<file path="src/rtl/jt12_mix_uprate_n_if.sv">
// rtl/jt12_mix_uprate_n_if.sv - sample/strobe bundle between sound sources, mixer and DAC side
interface jt12_mix_uprate_n_if #(
  parameter int NCH  = 4,
  parameter int INW  = 16,
  parameter int OUTW = 16
);
  logic                   cen_in;
  logic                   cen_out;
  logic [NCH*INW-1:0]     snd_in;
  logic [NCH*8-1:0]       gain;
  logic [NCH-1:0]         ch_en;
  logic signed [OUTW-1:0] snd;
  logic                   sat;
  logic                   overrun;

  modport master (
    output cen_in, cen_out, snd_in, gain, ch_en,
    input  snd, sat, overrun
  );

  modport slave (
    input  cen_in, cen_out, snd_in, gain, ch_en,
    output snd, sat, overrun
  );
endinterface

</file>
<file path="src/rtl/jt12_mix_uprate_n.sv">
// rtl/jt12_mix_uprate_n.sv - NCH-channel gain mixer (serial MAC), saturation and linear up-rater
module jt12_mix_uprate_n #(
  parameter int NCH       = 4,
  parameter int INW       = 16,
  parameter int OUTW      = 16,
  parameter int RATE_LOG2 = 2
) (
  input logic                clk,
  input logic                rst,
  jt12_mix_uprate_n_if.slave bus
);
  localparam int GW = $clog2(NCH);
  localparam int IW = (NCH > 1) ? GW : 1;
  localparam int PW = INW + 9;
  localparam int SW = PW + GW;
  localparam int MW = (SW > OUTW) ? SW : OUTW + 1;
  localparam int AW = OUTW + 1 + RATE_LOG2;
  localparam int KW = RATE_LOG2 + 1;

  localparam logic [KW-1:0]        K_END    = KW'(1 << RATE_LOG2);
  localparam logic [IW-1:0]        IDX_LAST = IW'(NCH - 1);
  localparam logic signed [MW-1:0] MIX_MAX  = $signed({{(MW-OUTW+1){1'b0}}, {(OUTW-1){1'b1}}});
  localparam logic signed [MW-1:0] MIX_MIN  = $signed({{(MW-OUTW+1){1'b1}}, {(OUTW-1){1'b0}}});

  typedef enum logic [1:0] {S_IDLE, S_MAC, S_SAT, S_LOAD} state_t;

  state_t                 state;
  logic [NCH*INW-1:0]     snap_snd;
  logic [NCH*8-1:0]       snap_gain;
  logic [NCH-1:0]         snap_en;
  logic [IW-1:0]          idx;
  logic signed [SW-1:0]   sum;
  logic signed [OUTW-1:0] mix;
  logic signed [OUTW-1:0] prev;
  logic signed [OUTW-1:0] cur;
  logic signed [OUTW:0]   delta;
  logic signed [AW-1:0]   acc;
  logic [KW-1:0]          k;
  logic signed [OUTW-1:0] snd_r;
  logic                   sat_r;
  logic                   ovr_r;

  logic signed [INW-1:0]  ch_smp;
  logic [7:0]             ch_gain;
  logic                   ch_on;
  logic signed [PW-1:0]   prod;
  logic signed [MW-1:0]   mix_full;
  logic signed [AW-1:0]   acc_nx;
  logic signed [OUTW-1:0] ramp;

  // Gain is unsigned 4.4, so it enters the signed multiply with a forced zero sign bit.
  always_comb begin
    ch_smp   = snap_snd[int'(idx)*INW +: INW];
    ch_gain  = snap_gain[int'(idx)*8 +: 8];
    ch_on    = snap_en[int'(idx)];
    prod     = ch_on ? PW'(ch_smp) * PW'($signed({1'b0, ch_gain})) : '0;
    mix_full = MW'(sum >>> 4);
    acc_nx   = acc + AW'(delta);
    ramp     = OUTW'(AW'(prev) + (acc_nx >>> RATE_LOG2));
  end

  always_ff @(posedge clk) begin
    if (rst) begin
      state     <= S_IDLE;
      snap_snd  <= '0;
      snap_gain <= '0;
      snap_en   <= '0;
      idx       <= '0;
      sum       <= '0;
      mix       <= '0;
      prev      <= '0;
      cur       <= '0;
      delta     <= '0;
      acc       <= '0;
      k         <= '0;
      snd_r     <= '0;
      sat_r     <= 1'b0;
      ovr_r     <= 1'b0;
    end else begin
      if (bus.cen_in && state != S_IDLE)
        ovr_r <= 1'b1;

      case (state)
        S_IDLE: begin
          if (bus.cen_in) begin
            snap_snd  <= bus.snd_in;
            snap_gain <= bus.gain;
            snap_en   <= bus.ch_en;
            sum       <= '0;
            idx       <= '0;
            state     <= S_MAC;
          end
        end
        S_MAC: begin
          sum <= sum + SW'(prod);
          idx <= idx + 1'b1;
          if (idx == IDX_LAST)
            state <= S_SAT;
        end
        S_SAT: begin
          if (mix_full > MIX_MAX) begin
            mix   <= OUTW'(MIX_MAX);
            sat_r <= 1'b1;
          end else if (mix_full < MIX_MIN) begin
            mix   <= OUTW'(MIX_MIN);
            sat_r <= 1'b1;
          end else begin
            mix <= OUTW'(mix_full);
          end
          state <= S_LOAD;
        end
        S_LOAD: begin
          // Ramp restarts from what is on the output now, so a late target never steps.
          prev  <= snd_r;
          cur   <= mix;
          delta <= (OUTW+1)'(mix) - (OUTW+1)'(snd_r);
          acc   <= '0;
          k     <= '0;
          state <= S_IDLE;
        end
        default: state <= S_IDLE;
      endcase

      if (bus.cen_out && state != S_LOAD) begin
        if (k < K_END) begin
          k     <= k + 1'b1;
          acc   <= acc_nx;
          snd_r <= ramp;
        end else begin
          snd_r <= cur;
        end
      end
    end
  end

  assign bus.snd     = snd_r;
  assign bus.sat     = sat_r;
  assign bus.overrun = ovr_r;
endmodule

</file>
<file path="src/flat_wrapper.sv">
// flat-port wrapper written by rule: the top's interface ports become plain ports
module jt12_mix_uprate_n_flat 
#(
  parameter int NCH       = 4,
  parameter int INW       = 16,
  parameter int OUTW      = 16,
  parameter int RATE_LOG2 = 2
)
  (clk, rst, bus_cen_in, bus_cen_out, bus_snd_in, bus_gain, bus_ch_en, bus_snd, bus_sat, bus_overrun);
  jt12_mix_uprate_n_if #(.NCH(NCH), .INW(INW), .OUTW(OUTW)) bus_i ();
  input logic clk;
  input logic rst;
  input wire logic [$bits(bus_i.cen_in)-1:0] bus_cen_in;
  input wire logic [$bits(bus_i.cen_out)-1:0] bus_cen_out;
  input wire logic [$bits(bus_i.snd_in)-1:0] bus_snd_in;
  input wire logic [$bits(bus_i.gain)-1:0] bus_gain;
  input wire logic [$bits(bus_i.ch_en)-1:0] bus_ch_en;
  output wire logic [$bits(bus_i.snd)-1:0] bus_snd;
  output wire logic [$bits(bus_i.sat)-1:0] bus_sat;
  output wire logic [$bits(bus_i.overrun)-1:0] bus_overrun;
  assign bus_i.cen_in = bus_cen_in;
  assign bus_i.cen_out = bus_cen_out;
  assign bus_i.snd_in = bus_snd_in;
  assign bus_i.gain = bus_gain;
  assign bus_i.ch_en = bus_ch_en;
  assign bus_snd = bus_i.snd;
  assign bus_sat = bus_i.sat;
  assign bus_overrun = bus_i.overrun;
  jt12_mix_uprate_n #(.NCH(NCH), .INW(INW), .OUTW(OUTW), .RATE_LOG2(RATE_LOG2)) u_core (.clk(clk), .rst(rst), .bus(bus_i));
endmodule
</file>
<file path="config.mk">
export PLATFORM = sky130hd
export DESIGN_NAME = jt12_mix_uprate_n_flat
export DESIGN_NICKNAME = d
export VERILOG_FILES = /design/src/rtl/jt12_mix_uprate_n_if.sv /design/src/rtl/jt12_mix_uprate_n.sv /design/src/flat_wrapper.sv
export SDC_FILE = /design/constraint.sdc
export NUM_CORES = 1
export LEC_CHECK = 0
export ABC_AREA = 1
export BUFFER_PORTS_ARGS = -buffer_cell sky130_fd_sc_hd__buf_2
export CORE_AREA = 2 2 170 172
export CTS_CLUSTER_DIAMETER = 200
export CTS_CLUSTER_SIZE = 40
export DETAILED_ROUTE_END_ITERATION = 7
export DIE_AREA = 0 0 172 174
export PLACE_DENSITY = 0.83
export RECOVER_POWER = 25
export SYNTH_ARGS = -nofsm -noshare
export SYNTH_HDL_FRONTEND = slang
export SYNTH_SLANG_ARGS = --single-unit
</file>
<file path="constraint.sdc">
create_clock -name clk -period 8.9 [get_ports clk]
set_input_delay 1.78 -clock clk [delete_from_list [all_inputs] [get_ports clk]]
set_output_delay 1.78 -clock clk [all_outputs]
set_load 0.02 [all_outputs]
</file>
==> results_dict.tcl, run 1 <==
set metrics [dict create \
    cp.required_ps 9130 \
    place_area_sq_um 18100 \
    holdWs_ps 463 \
    grt_overflow 0 \
    num_antenna_cells 0 \
    synth_xor_area_share_pct 1.78 \
    worst-setup-path-type "register to register" \
    tightest_slew_ps 3730 \
    routedWlPerCell_um 15.7 \
    dr.pass1.iters 6 \
    final_area_sq_um 18300 \
    slowest_stage "a32oi_1" \
    grt_pass1_wl_mm 74.6 \
    synth_mux_area_share_pct 0 \
    drt-vias-per-instance 5.58 \
    async_flop_share_pct 0 \
    reg2reg_depth 36 \
    timing.rr.end "u_core.sum[25]" \
    drc 0 \
    cts_setup_buffers 0 \
    die_height_um 174 \
    setup_viol_count_final 0 \
    cp.arrival_ps 8020 \
    status "finished, violations left" \
    grt_max_degree 103 \
    r2r_slack_ps 1110 \
    area_delta_synth_final_pct 6.24 \
    tns_ps 0 \
    cp_common_cell "nand2_1" \
    floorplan.rows 62 \
    most-common-layout-cells "454 x nand2_1, 345 x inv_1, 341 x nor2_1" \
    cts_hold_buf 0 \
    ys_ff_latch 235 \
    yosys.area_share.simple_pct 21.4 \
    fp.dieW_um 172 \
    finalMaxSlewViolations 116 \
    synth_seq_area_share_pct 27.3 \
    p_leak_nw 8.79 \
    start_kind "register" \
    finalHoldViolCount 0 \
    synth-edff-count 0 \
    cp_slowest_stage_delay_ps 620 \
    synthFlopType "dfxtp_1" \
    drv_cap 2 \
    clk_pin_slew_worst_paths_ps 150 \
    io_buffers 121 \
    grt_usage_pct 30.5 \
    cts_root_buffer "clkbuf_16" \
    grt_pass1_vias 15800 \
    pin_count 122 \
    core_area_sq_um 28200 \
    syn_area_per_cell_sq_um 7.09 \
    antenna_left 0 \
    critPathCaptureType "register" \
    post-place-ws_ps 1350 \
    maxSlewHeadroom_pct -149 \
    cts_max_level 1 \
    critPathLaunch "u_core.idx[1]" \
    cts_made_buffers 9 \
    place_hpwl_mm 35.7 \
    ys_warn_count 0 \
    crit_path_end "u_core.sum[25]" \
    ctsResizeCount 0 \
    synth-compound-area-share_pct 18.1 \
    worst-path-max-fanout 20 \
    fin_skew_ps 23.7 \
    clkSinkCount 235 \
    setup_ws_ps 1110 \
    min_path_type "register to register" \
    gp_congestion 0.918 \
    drive_gt1_share_pct 6.70 \
    worstReg2RegStart "u_core.idx[1]" \
    layout.nets 2831 \
    synth_adder_area_share_pct 21.7 \
    rsz0062_at_grt "no" \
    netlist_area_sq_um 17200 \
    min_period_ps 7790 \
    powerDensity_nw_per_um2 287 \
    finalCritPeriodShare_pct 87.5 \
    failed_checks "capacitance limit, slew limit" \
    placed_cells 2865 \
    max-vdd-ir-drop_uv 224 \
    synth_cells 2430 \
    antenna_found_initial 0 \
    synth_nets 2769 \
    synth_top_family_by_area "adder cells" \
    routed_wl_mm 45.1 \
    drt-initial-drc-count 998 \
    cts_max_path_buffers 3 \
    max_freq_mhz 128 \
    mostFrequentLayoutCell "nand2_1" \
    finalNonFillerCells 2875 \
    initial_core_util_pct 61.0 \
    via_count 16000 \
    insertion_delay_ps 490 \
    ys_types 51 \
    die_area_sq_um 29900 \
    cts_tree "done" \
]
## synthesized netlist by cell type (5+ instances only)
master	instances	area, sq um
buf_2	16	80.1
buf_1	6	22.5
nand3_1	70	350
nand2_1	455	1710
nor2_2	5	31.3
a21o_1	11	82.6
o22ai_1	7	43.8
o21bai_1	7	52.6
xor2_1	24	210
nor3_1	13	65.1
o21ai_0	228	1140
xnor2_1	11	96.3
nand4_1	7	43.8
dfxtp_1	235	4700
clkbuf_1	66	248
nor2_1	341	1280
inv_2	5	18.8
nand3b_1	7	52.6
inv_1	345	1290
a32oi_1	18	158
a21oi_1	234	1170
ha_1	129	1610
o21ai_1	17	85.1
fa_1	106	2120
or2_2	8	50.1
## power by group
group / switching (mW) / internal, mW / leakage, nW
Clock: 0.327 / 0.186 / 0.111
Sequential: 0.146 / 1.26 / 1.92
Combinational: 2.22 / 1.12 / 6.76
Total: 2.70 / 2.56 / 8.79
## layout make-up
class	count	area (sq um)
Multi-Input combinational cell	1755	10900
Clock inverter	1	7.51
Sequential cell	235	4700
Tap cell	384	480
Timing Repair Buffer	139	711
Fill cell	2592	9930
Clock buffer	9	225
Inverter	352	1320
## routing by layer
| layer | wire length (um) | track usage (%) |
|---|---|---|
| met3 | 2060 | 3.12 |
| met2 | 22500 | 55.0 |
| met1 | 18700 | 37.0 |
| met5 | 0 | 0 |
| met4 | 1830 | 12.1 |
## logic make-up (layout without fill, tap and decap cells)
| family | count (synthesis) | in the layout |
|---|---|---|
| simple gates | 920 | 920 |
| compound gates | 565 | 565 |
| buf+inv | 440 | 501 |
| fa+ha+maj | 235 | 235 |
| flops | 235 | 235 |
| xor+xnor | 35 | 35 |
## how the worst min path moves through the flow
stage                           to  cells after the start           start  slack [ps]
floorplan           u_core.cur[10]                      2  u_core.cur[10]         430
global placement    u_core.bus.sat                      2  u_core.bus.sat         440
detailed placement  u_core.bus.sat                      2  u_core.bus.sat         450
CTS                 u_core.bus.sat                      2  u_core.bus.sat         470
global route        u_core.bus.sat                      2  u_core.bus.sat         490
finish              u_core.bus.sat                      2  u_core.bus.sat         460
## through the flow
step	utilization, %	power (mW)
floorplan	-	3.91
global placement	64.1	4.63
detailed placement	64.1	4.74
CTS	65.0	5.25
global route	64.8	5.81
finish	64.8	5.26
## worst max-delay path, delay by kind of cell, from the launching register on
family | cells | cell delay (ps)
AO/OA/AOI/OAI | 11 | 2240
adder cells (fa/ha/maj) | 6 | 2740
buffers and inverters | 6 | 980
AND/OR/NAND/NOR | 13 | 1160
flip-flops | 1 | 380
## registers in the layout (all words and copies together), names as in the netlist
name	count
u_core.snap_snd	64
u_core.snap_gain	32
u_core.sum	27
u_core.acc	18
u_core.delta	17
u_core.bus.snd	16
u_core.cur	16
u_core.mix	16
u_core.prev	16
u_core.snap_en	4
u_core.k	3
u_core.idx	2
u_core.state	2
u_core.bus.overrun	1
u_core.bus.sat	1
(Power assumes the default switching activity.)
==> run 2, diff against run 1 <==
Settings changed: ABC_AREA 1 to default, CORE_AREA 2 2 170 172 to 2 2 211 213, DIE_AREA 0 0 172 174 to 0 0 213 215, PLACE_DENSITY 0.83 to 0.58.
==> run 2 against run 1 <==
The flow still finishes with violations (capacitance limit, slew limit). Worst setup slack got worse by 460 ps. Clock skew down 6.8 ps. Register-to-register slack worse by 460 ps. Synthesized area shrank 0.25%. Combinational power fell by 58%. Final cell count decreased by 6.5%. Synthesized cell count shrank 16%. Clock power up 1%. Final area increased by 1.3%. Hold slack got worse by 1.4 ps. Via count decreased by 15%. Routed wire length decreased by 8.5%. Critical path type unchanged. Critical endpoint unchanged. Highest routed layer unchanged.
==> results_dict.tcl, run 2 <==
set metrics [dict create \
    insertion_delay_ps 490 \
    tightest_slew_ps 4690 \
    via_count 13700 \
    synth_commonest_cells "304 x nand2_1, 235 x dfxtp_1, 205 x inv_1" \
    final_area_sq_um 18600 \
    synth_seq_area_share_pct 27.4 \
    powerDensity_nw_per_um2 171 \
    ys_warn_count 0 \
    ys_types 71 \
    cts_root_buffer "clkbuf_16" \
    antenna_found_initial 0 \
    drc 0 \
    yosysTopAreaCell "dfxtp_1" \
    antenna_left 0 \
    routedWlPerCell_um 15.4 \
    fin_skew_ps 16.8 \
    max_freq_mhz 121 \
    syn_area_per_cell_sq_um 8.41 \
    synth_nets 2382 \
    fp.dieW_um 213 \
    cts_made_buffers 9 \
    gp_congestion 0.917 \
    place_hpwl_mm 32.0 \
    synth-edff-count 0 \
    io_buffers 121 \
    finalCritPeriodShare_pct 92.7 \
    cts_setup_buffers 0 \
    reg.largest.list "u_core.snap_snd (64), u_core.snap_gain (32), u_core.sum (27)" \
    worst-setup-path-type "register to register" \
    clkSinkCount 235 \
    grt_pass1_wl_mm 68.5 \
    ys_top_cells_by_area "dfxtp_1 27%, fa_1 12%, ha_1 9.4%" \
    place_area_sq_um 18300 \
    start_kind "register" \
    failed_checks "capacitance limit, slew limit" \
    cts_max_path_buffers 3 \
    cp.arrival_ps 8660 \
    yosysMostFrequentCell "nand2_1" \
    p_seq_share_pct 40.2 \
    critPathCaptureType "register" \
    holdWs_ps 462 \
    ctsResizeCount 0 \
    num_antenna_cells 0 \
    drv_cap 1 \
    layout.nets 2436 \
    area_delta_synth_final_pct 7.93 \
    switching_share_pct 41.2 \
    mostFrequentLayoutCell "nand2_1" \
    setup_viol_count_final 0 \
    netlist_area_sq_um 17200 \
    min_path_type "register to register" \
    switchingPower_mw 1.31 \
    cp_slowest_stage_delay_ps 750 \
    worst-path-max-fanout 18 \
    slowest_stage "mux4_2" \
    synthFlopType "dfxtp_1" \
    combPwrFrac_pct 43.6 \
    status "finished, violations left" \
    maxSlewHeadroom_pct -213 \
    synth_cells 2043 \
    grt_max_degree 103 \
    pin_count 122 \
    rsz0062_at_grt "no" \
    yosysTopAreaCellShare_pct 27.4 \
    drt-initial-drc-count 713 \
    max-vdd-ir-drop_uv 193 \
    most-common-layout-cells "303 x nand2_1, 234 x dfxtp_1, 205 x inv_1" \
    async_flop_share_pct 0 \
    ys_ff_latch 235 \
    floorplan.rows 77 \
    clockPowerShare_pct 16.3 \
    cp_common_cell "a21o_1" \
    p_leak_nw 8.20 \
    initial_core_util_pct 39.4 \
    tns_ps 0 \
    finalHoldViolCount 0 \
    largest_register "u_core.snap_snd" \
    cts_tree "done" \
    cts_max_level 1 \
    routed_wl_mm 41.3 \
    drt-vias-per-instance 5.09 \
    core_area_sq_um 43600 \
    die_area_sq_um 45800 \
    cp.required_ps 9300 \
    finalMaxSlewViolations 103 \
    largest_reg_flops 64 \
    internal_power_mw 1.87 \
    clk_pin_slew_worst_paths_ps 150 \
    final_util_pct 42.5 \
    min_period_ps 8250 \
    drive_gt1_share_pct 8.83 \
    nFillCells 4357 \
    dr.pass1.iters 5 \
    grt_pass1_vias 13700 \
    die_height_um 215 \
    cts_hold_buf 0 \
    grt_usage_pct 18.0 \
    grt_overflow 0 \
]
==> run 2: changes by cell type after synthesis, moves of 31 or more <==
cell,delta
a211oi_1,+34
a21oi_1,-31
and2_1,+71
inv_1,-140
mux2i_1,+50
nand2_1,-151
nand3_1,-50
nor2_1,-185
o21ai_0,-208
xnor2_1,+39
==> run 2: per-layer routing <==
metal  wire (um)  vias up  global-route usage [%]  share of wire (%)
li1            -     6964                       -                  -
met2       19500      195                    30.9                 47
met1       20000     6501                    24.7                 48
met5           0        -                       0                  0
met4         567        0                    2.82                1.4
met3        1250       23                    2.08                3.0
==> run 2: logic make-up after synthesis <==
| family | Yosys count | share of synthesized area (%) |
|---|---|---|
| buffers and inverters | 297 | 6.51 |
| adders and majority gates | 236 | 21.8 |
| xor gates and xnor gates | 75 | 3.82 |
| AOI/OAI and AO/OA | 437 | 16.1 |
| DFF | 235 | 27.4 |
| muxes | 76 | 6.19 |
| and+or+nand+nor | 687 | 18.2 |
==> run 2: metrics by stage <==
step / worst slack (ps) / cells / total power, mW
2_1_floorplan: 851 / 2043 / 2.33
3_5_place_dp: 660 / 2678 / 2.70
4_1_cts: 628 / 2688 / 3.22
5_1_grt: 172 / 2688 / 3.43
6_report: 645 / 2688 / 3.18
3_3_place_gp: 765 / 2678 / 2.67
==> run 2: path summary, 6_finish.rpt <==
kind	start	to	slack (ps)	cells after the start
max	u_core.idx[0]	u_core.sum[25]	650	29
min	u_core.snap_snd[19]	u_core.snap_snd[19]	460	2
max reg2reg	u_core.idx[0]	u_core.sum[25]	650	29
min reg2reg	u_core.snap_snd[19]	u_core.snap_snd[19]	460	2
==> run 2: area by class of cell <==
cell class                      count  area, sq um  share of cell area, %
Timing Repair Buffer              135          709                   3.82
Clock inverter                      1         7.51                 0.0405
Clock buffer                        9          225                   1.21
Sequential cell                   235         4710                   25.4
Inverter                          205          769                   4.15
Multi-Input combinational cell   1511        11400                   61.4
Tap cell                          592          741                   3.99
==> run 2: worst max-delay path: cells and delay by family (launching register included) <==
| family | cells | cell delay (ps) |
|---|---|---|
| compound gates | 14 | 3420 |
| xor+xnor | 2 | 290 |
| fa+ha+maj | 7 | 2580 |
| buf+inv | 3 | 210 |
| flops | 1 | 720 |
| mux | 1 | 750 |
| simple gates | 2 | 200 |
==> run 2: power by group through the flow <==
stage               clock, mW  sequential, mW  combinational (mW)
floorplan                   0            1.26                1.07
global placement            0            1.30                1.37
detailed placement          0            1.30                1.39
CTS                     0.539            1.28                1.40
global route            0.566            1.29                1.57
finish                  0.518            1.28                1.39
==> run 3, diff against run 2 <==
Settings changed: MAX_ROUTING_LAYER from default to met4, PLACE_DENSITY 0.58 to 0.6.
Clock period 8.9 ns to 6.6 ns, I/O delays scaled along.
==> run 3 against run 2 <==
The flow finishes with violations (capacitance limit, slew limit, setup timing). Critical path depth up 4. Combinational power increased by 67%. Sequential power up 34%. Critical path type unchanged. Highest routed layer unchanged.
==> results_dict.tcl, run 3 (synthesis results as in run 2) <==
set metrics [dict create \
    use_met3_pct 1.52 \
    cts_hold_buf 0 \
    cp.required_ps 7010 \
    core_area_sq_um 43600 \
    layout.nets 2599 \
    grt_pass1_vias 14600 \
    grt_pass1_wl_mm 73.2 \
    drv_cap 1 \
    clockPowerShare_pct 14.8 \
    finalCritPeriodShare_pct 109 \
    timing.rr.end "u_core.sum[25]" \
    slowest_stage "mux4_2" \
    insertion_delay_ps 490 \
    gp_congestion 0.846 \
    final_area_sq_um 20400 \
    powerDensity_nw_per_um2 232 \
    cts_max_path_buffers 3 \
    critPathCaptureType "register" \
    p_leak_nw 9.13 \
    grt_max_degree 195 \
    post-place-ws_ps -594 \
    worst-setup-path-type "register to register" \
    start_kind "register" \
    cts_max_level 1 \
    max-vdd-ir-drop_uv 231 \
    place_hpwl_mm 33.4 \
    antenna_found_initial 0 \
    area_delta_synth_final_pct 18.6 \
    routed_wl_mm 44.0 \
    drt-initial-drc-count 646 \
    drive_gt1_share_pct 19.6 \
    min_path_type "register to register" \
    via_count 14600 \
    worstReg2RegStart "u_core.idx[0]" \
    dr.pass1.iters 5 \
    clkSinkCount 235 \
    critPathLaunch "u_core.idx[0]" \
    combPwrFrac_pct 49.0 \
    switching_share_pct 40.1 \
    most-common-layout-cells "278 x nand2_1, 234 x dfxtp_1, 191 x inv_1" \
    routedWlPerCell_um 15.4 \
    mostFrequentLayoutCell "nand2_1" \
    initial_core_util_pct 39.4 \
    grt_overflow 0 \
    place_area_sq_um 19400 \
    rsz0062_at_grt "yes" \
    worst-path-max-fanout 5 \
    setup_ws_ps -571 \
    busiest_layer "met2" \
    crit_path_end "u_core.sum[25]" \
    internal_power_mw 2.83 \
    floorplan.rows 77 \
    num_antenna_cells 0 \
    fin_skew_ps 13.6 \
    die_area_sq_um 45800 \
    final_util_pct 46.7 \
    cts_tree "done" \
    use_met1_pct 25.6 \
    largest_reg_flops 64 \
    fp.dieW_um 213 \
    grtUsageMet2_pct 33.9 \
    failed_checks "capacitance limit, slew limit, setup timing" \
    cts_root_buffer "clkbuf_16" \
    setup_viol_count_final 11 \
    antenna_left 0 \
    cp.arrival_ps 7580 \
    drc 0 \
    tns_ps -3190 \
    finalHoldViolCount 0 \
    status "finished, violations left" \
    max_freq_mhz 139 \
    p_seq_share_pct 36.2 \
    reg2reg_depth 33 \
    switchingPower_mw 1.90 \
    pin_count 122 \
    min_period_ps 7170 \
    die_height_um 215 \
    cp_slowest_stage_delay_ps 570 \
    io_buffers 121 \
    grt_usage_pct 19.9 \
    finalPower_mw 4.73 \
    r2r_slack_ps -570 \
    finalNonFillerCells 2851 \
    placed_cells 2800 \
    tightest_slew_ps 3980 \
    largest_register "u_core.snap_snd" \
    reg.largest.list "u_core.snap_snd (64), u_core.snap_gain (32), u_core.sum (27)" \
    cts_made_buffers 9 \
    drt-vias-per-instance 5.10 \
    holdWs_ps 463 \
    maxSlewHeadroom_pct -165 \
    cp_common_cell "a21o_1" \
    finalMaxSlewViolations 65 \
    clk_pin_slew_worst_paths_ps 150 \
]
[run 3: cell types whose count changed in the layout (fill, tap and decap cells not counted), sizes merged]
cell	change
buf	+158
clkbuf	+2
mux4	+2
dlymetal6s2s	+1
[run 3: timing repair]
action                                  CTS  global route
pin swaps                                56            47
endpoints found under the setup margin   11            13
setup buffers                            26            13
gates resized for setup                  47            70
gates cloned                              2             0
[run 3: worst max-delay path, delay by kind of cell, from the launching register on]
family                   cells  cell delay [ps]
AO/OA/AOI/OAI               14             2260
AND/OR/NAND/NOR              2              120
multiplexers                 1              570
adder cells (fa/ha/maj)      7             2770
flip-flops                   1              400
XOR/XNOR                     2              270
buffers and inverters        7              680
[run 3: area by class of cell]
cell class,count,area [sq um]
Sequential cell,235,4710
Clock buffer,9,225
Tap cell,592,741
Timing Repair Buffer,296,2100
Multi-Input combinational cell,1513,11800
Clock inverter,1,7.51
Fill cell,4238,23200
Inverter,205,769
[run 3: layer usage]
metal  routed length [um]  share of wire [%]  vias to the layer above
met5                    0                  0                        -
li1                     -                  -                     7309
met1                20100                 46                     6980
met4                 1060                2.4                        0
met2                21700                 49                      212
met3                 1150                2.6                       49
[run 3: worst min-delay path by stage]
stage | from | to | cells after the start
2_1_floorplan | u_core.snap_gain[16] | u_core.snap_gain[16] | 2
3_3_place_gp | u_core.snap_snd[37] | u_core.snap_snd[37] | 2
3_5_place_dp | u_core.snap_snd[60] | u_core.snap_snd[60] | 2
4_1_cts | u_core.snap_snd[60] | u_core.snap_snd[60] | 2
5_1_grt | u_core.snap_snd[52] | u_core.snap_snd[52] | 2
6_report | u_core.snap_snd[41] | u_core.snap_snd[41] | 2
[run 3: power groups by stage]
stage | Clock [mW] | Sequential (mW) | Combinational, mW
after floorplan | 0 | 1.70 | 1.48
after global placement | 0 | 1.73 | 2.09
after detailed placement | 0 | 1.74 | 2.12
after CTS | 0.721 | 1.71 | 2.24
after global routing | 0.763 | 1.73 | 2.58
final | 0.700 | 1.71 | 2.32
